### config.mk
export PLATFORM = sky130hd
export DESIGN_NAME = dhvajanka_reconstruct
export DESIGN_NICKNAME = d
export VERILOG_FILES = /design/src/rtl/dhvajanka_reconstruct.sv
export SDC_FILE = /design/constraint.sdc
export NUM_CORES = 1
export LEC_CHECK = 0
export CORE_MARGIN = 2
export CORE_UTILIZATION = 50
export CTS_BUF_LIST = sky130_fd_sc_hd__clkbuf_16
export CTS_CLUSTER_SIZE = 8
export DETAILED_ROUTE_END_ITERATION = 8
export DONT_BUFFER_PORTS = 1
export PLACE_DENSITY = 0.67
export SETUP_SLACK_MARGIN = 0.5
export SLEW_MARGIN = 20
export SYNTH_ARGS = -nofsm -noshare
export SYNTH_HDL_FRONTEND = slang
export SYNTH_SLANG_ARGS = --single-unit
### constraint.sdc
create_clock -name clk -period 3.6 [get_ports clk]
set_input_delay 0.9 -clock clk [delete_from_list [all_inputs] [get_ports clk]]
set_output_delay 0.9 -clock clk [all_outputs]
set_load 0.01 [all_outputs]
### src/rtl/dhvajanka_reconstruct.sv
// Rebuilds dividend = quotient*divisor + remainder with a radix-2 shift-add multiplier.
// Optional macro DHVAJANKA_RECON_CHECK_EN adds expected_dividend input and match output.
module dhvajanka_reconstruct #(
    parameter int unsigned WIDTH = 16
) (
    input  logic                 clk,
    input  logic                 rst,
    input  logic                 start,
    input  logic [WIDTH-1:0]     quotient,
    input  logic [WIDTH-1:0]     divisor,
    input  logic [WIDTH-1:0]     remainder,
`ifdef DHVAJANKA_RECON_CHECK_EN
    input  logic [WIDTH-1:0]     expected_dividend,
    output logic                 match,
`endif
    output logic                 busy,
    output logic                 done,
    output logic [2*WIDTH-1:0]   result,
    output logic                 fits_width,
    output logic                 rem_err,
    output logic                 div_zero
);

    localparam int unsigned CW = $clog2(WIDTH + 1);

    typedef enum logic [1:0] {
        S_IDLE,
        S_MUL,
        S_ADD,
        S_DONE
    } state_t;

    state_t               state, state_n;
    logic [2*WIDTH-1:0]   acc, acc_n;
    logic [2*WIDTH-1:0]   mcand, mcand_n;
    logic [WIDTH-1:0]     mplier, mplier_n;
    logic [CW-1:0]        cnt, cnt_n;
    logic [WIDTH-1:0]     div_q, div_q_n;
    logic [WIDTH-1:0]     rem_q, rem_q_n;
    logic [2*WIDTH-1:0]   sum;
    logic                 busy_n, done_n;
    logic [2*WIDTH-1:0]   result_n;
    logic                 fits_n, rem_err_n, div_zero_n;
`ifdef DHVAJANKA_RECON_CHECK_EN
    logic [WIDTH-1:0]     exp_q, exp_q_n;
    logic                 match_n;
`endif

    assign sum = acc + {{WIDTH{1'b0}}, rem_q};

    always_comb begin
        state_n    = state;
        acc_n      = acc;
        mcand_n    = mcand;
        mplier_n   = mplier;
        cnt_n      = cnt;
        div_q_n    = div_q;
        rem_q_n    = rem_q;
        busy_n     = busy;
        done_n     = done;
        result_n   = result;
        fits_n     = fits_width;
        rem_err_n  = rem_err;
        div_zero_n = div_zero;
`ifdef DHVAJANKA_RECON_CHECK_EN
        exp_q_n    = exp_q;
        match_n    = match;
`endif
        case (state)
            S_IDLE: begin
                if (start) begin
                    acc_n    = '0;
                    mcand_n  = {{WIDTH{1'b0}}, divisor};
                    mplier_n = quotient;
                    cnt_n    = '0;
                    div_q_n  = divisor;
                    rem_q_n  = remainder;
`ifdef DHVAJANKA_RECON_CHECK_EN
                    exp_q_n  = expected_dividend;
`endif
                    busy_n   = 1'b1;
                    state_n  = S_MUL;
                end
            end
            S_MUL: begin
                if (mplier[0]) begin
                    acc_n = acc + mcand;
                end
                mcand_n  = mcand << 1;
                mplier_n = mplier >> 1;
                cnt_n    = cnt + CW'(1);
                // Fixed WIDTH iterations regardless of remaining multiplier bits.
                if (cnt == CW'(WIDTH - 1)) begin
                    state_n = S_ADD;
                end
            end
            S_ADD: begin
                result_n   = sum;
                fits_n     = (sum[2*WIDTH-1:WIDTH] == '0);
                rem_err_n  = (rem_q >= div_q);
                div_zero_n = (div_q == '0);
`ifdef DHVAJANKA_RECON_CHECK_EN
                match_n    = fits_n && (sum[WIDTH-1:0] == exp_q) && !rem_err_n;
`endif
                done_n     = 1'b1;
                state_n    = S_DONE;
            end
            S_DONE: begin
                done_n  = 1'b0;
                busy_n  = 1'b0;
                state_n = S_IDLE;
            end
            default: begin
                state_n = S_IDLE;
            end
        endcase
    end

    always_ff @(posedge clk) begin
        if (rst) begin
            state      <= S_IDLE;
            acc        <= '0;
            mcand      <= '0;
            mplier     <= '0;
            cnt        <= '0;
            div_q      <= '0;
            rem_q      <= '0;
            busy       <= 1'b0;
            done       <= 1'b0;
            result     <= '0;
            fits_width <= 1'b0;
            rem_err    <= 1'b0;
            div_zero   <= 1'b0;
`ifdef DHVAJANKA_RECON_CHECK_EN
            exp_q      <= '0;
            match      <= 1'b0;
`endif
        end else begin
            state      <= state_n;
            acc        <= acc_n;
            mcand      <= mcand_n;
            mplier     <= mplier_n;
            cnt        <= cnt_n;
            div_q      <= div_q_n;
            rem_q      <= rem_q_n;
            busy       <= busy_n;
            done       <= done_n;
            result     <= result_n;
            fits_width <= fits_n;
            rem_err    <= rem_err_n;
            div_zero   <= div_zero_n;
`ifdef DHVAJANKA_RECON_CHECK_EN
            exp_q      <= exp_q_n;
            match      <= match_n;
`endif
        end
    end

endmodule

==> qor.csv <==
stage,metric,value,unit
cts,cts_max_level,4,
timing,hold_viol_final,0,
timing,relSlewSlack,59.96,%
finish,n_antenna_cell,0,
flow_run,max_cap_viol_count,0,
placement,numPortBuffers,0,
critical_path,cp.arrival,3.31,ns
routing,drc,0,
cts,ctsHoldBuffers,0,
logic_synthesis,synth_area_per_cell,8.247,um2
critical_path,r2r_slack,0.64,ns
logic_synthesis,syn_area,8907,um2
global_route,grt_antenna_before_repair,0,
critical_path,r2r_cells,13,
routing,via_per_inst,5.690,
logic_synthesis,synthFlopType,dfxtp_1,
finish,layout-drive-gt1-share,6.560,%
critical_path,crit_fanout,4,
logic_synthesis,seq_area_frac_synth,35.06,%
timing,rsz0062_at_grt,yes,
finish,area_growth,9.763,%
timing,max_slew.worst_pin.slew,0.6006,ns
logic_synthesis,async_flop_share,0,%
critical_path,r2r-start,acc[0],
hold_path,hold_depth,2,
critical_path,worst_path_most_repeated_cell,o211ai_1,
pwr,power.density,661.3,nW/um2
finish,layout_common_cells,"156 x dfxtp_1, 143 x nor2_1, 115 x nand2_1",
cts,cts_buffers,17,
global_route,grt_max_degree,148,
outcome,status,finished clean,
critical_path,crit_type,register to register,
critical_path,crit_family,compound AO/OA/AOI/OAI gates,
logic_synthesis,synth.area.top_cells,"dfxtp_1 35%, ha_1 9.7%, nor2_1 6.1%",
floorplanning,core,17360,um2
pwr,pwr-share-seq,38.3,%
cts,clock_path_buffers,2,
cts,tritoncts,built,
critical_path,worstSetupStartpointType,register,
routing,wl_per_cell,16.40,um
pwr,p_leak,0.004007,uW
global_route,grt_pass1_wl,33.49,mm
hold_path,hold_end,div_q[3],
critical_path,worstPathRequired,3.95,ns
logic_synthesis,synth_edf_count,0,
routing,first_pass_iters,5,
pwr,p_comb_share,31.1,%
pwr,p_sw,2346,uW
floorplanning,ios,88,
routing,vias,7351,
cts,clockRootBuffer,clkbuf_16,
floorplanning,die_area,18900,um2
logic_synthesis,ys_warn_count,0,
timing,setup_viol,0,
routing,routed_wl,21.19,mm
floorplanning,rows,48,
cts,cts.clk_slew.worst_paths,0.07,ns
floorplanning,die_h,137.5,um
routing,ant_nets,0,
timing,post-route-period-util,82.20,%
floorplanning,die_x,137.5,um
global_route,track_usage,22.56,%
logic_synthesis,synth-seq-cells,156,
critical_path,r2r-end,fits_width,
finish,final_common_cell,dfxtp_1,
global_route,grt-ovfl-total,0,
finish,post-route-util,56.33,%
critical_path,max_stage_delay,0.35,ns
pwr,vdd_drop_max,0.0004302,V
floorplanning,start_util,51.32,%
global_route,grt_pass1_vias,6495,
routing,first_iter_violations,550,
pwr,p_int,4119,uW
hold_path,min-delay-start,div_q[3],
placement,globalplace.congestion,0.8317,
timing,fin_setup_tns,0,ns
cts,clk_latency,0.43,ns
timing,fin_skew,0.01189,ns
timing,max_freq,337.9,MHz
logic_synthesis,synth_top_area_cell,dfxtp_1,
cts,clock-sinks,156,
logic_synthesis,synth_nets,1202,
placement,dp_hpwl,15.40,mm
pwr,p_clk_share,30.6,%
logic_synthesis,synth_cells,1080,
logic_synthesis,synth_top_area_share,35.06,%
critical_path,critPathBufInv,1,
finish,final_nets,1176,
pwr,p_sw_share,36.29,%
timing,drv_slew,0,
critical_path,crit_slowest_cell,fa_2,
critical_path,path_cells,ha_1 -> fa_2 -> a21o_1 -> a21oi_2 -> o211ai_1 -> o211ai_1 -> buf_4 -> a21oi_1 -> xnor2_1 -> nand3b_1 -> nor4_2 -> nand4_1 -> o22ai_1,
hold_path,hold_class,register to register,
critical_path,cp-end-kind,register,
logic_synthesis,ys_types,59,
timing,min_period,2.959,ns
-- power by group through the flow --
stage	combinational, uW	sequential [uW]	clock [uW]
2_1_floorplan	1630	2380	0
4_1_cts	2000	2480	2000
5_1_grt	2270	2530	2070
3_3_place_gp	1960	2510	0
6_report	2010	2480	1980
3_5_place_dp	1990	2520	0
-- worst reg2reg max path, delay by kind of cell, from the launching register on --
family          cells  cell delay (ns)
xor+xnor            1             0.23
fa+ha+maj           2             0.59
compound gates      6             1.07
buf+inv             1             0.17
flops               1             0.33
simple gates        3             0.51
-- cell type report --
class / count / area (um2)
clock buffer: 17 / 425.4
clock inverter: 15 / 217.7
fill: 1586 / 7580
inverter: 34 / 127.6
multi-input combinational: 829 / 5482
sequential: 156 / 3123
tap: 225 / 281.5
timing repair buffer: 16 / 120.1
-- metrics by stage --
stage               hold WS, ns  setup WS, ns  instance area (um2)  std cells  power, uW
CTS                      0.4709        0.5416                 9699       1287       6492
global route             0.4842        0.3995                 9777       1292       6866
floorplan                0.4490        0.8184                 8907       1080       4012
finish                   0.4772        0.6408                 9777       1292       6465
global placement         0.4574        0.5501                 9055       1255       4476
detailed placement       0.4602        0.4859                 9055       1255       4514
-- kinds of logic (layout without fill, tap and decap cells) --
family	after synthesis	count (layout)	share of synthesized area [%]
compound gates	299	299	22.15
xor+xnor	60	60	5.900
fa+ha+maj	71	71	10.14
buf+inv	95	82	4.045
flops	156	156	35.06
mux	46	46	5.169
simple gates	353	353	17.53
-- sequential cells by signal, summed over array words and instances, names as in the netlist --
name        cells
rem_err         1
cnt             5
done            1
rem_q          16
fits_width      1
mplier         16
state           2
acc            32
div_zero        1
busy            1
result         32
mcand          32
div_q          16
-- routing by layer --
layer / track usage, % / part of all wire, %
met1: 32.86 / 50
met3: 4.636 / 5.6
met5: 0 / 0
met4: 5.441 / 0.79
met2: 34.02 / 44
-- cell usage after synthesis (8+ instances only) --
cell and instances:
and3_1 9, inv_1 32, a211oi_1 51, ha_1 69, mux2i_1 46, a21o_1 33
clkbuf_1 54, xnor2_1 35, o21bai_1 9, nand2_1 115, o211ai_1 8, nand4_1 10
nor3_1 14, nand3_1 14, a21oi_1 83, nor2_1 144, o21ai_0 39, xor2_1 25
a22oi_1 36, dfxtp_1 156, o21a_1 12
-- what timing repair did --
| item | 4_1_cts | 5_1_grt |
|---|---|---|
| resized for setup | 1 | 10 |
| setup endpoints to repair | 1 | 6 |
| buffers inserted | 0 | 5 |
| pin swaps | 0 | 8 |
| endpoints found under the hold margin | 0 | 0 |
-- how the worst max path moves through the flow --
stage	from	to	slack (ns)	cells past startpoint
2_1_floorplan	acc[0]	fits_width	0.82	13
3_3_place_gp	acc[0]	fits_width	0.55	12
3_5_place_dp	acc[0]	fits_width	0.49	12
4_1_cts	acc[0]	fits_width	0.54	12
5_1_grt	acc[0]	fits_width	0.40	13
6_report	acc[0]	fits_width	0.64	13
No activity file was read; power rests on OpenSTA's default activity.
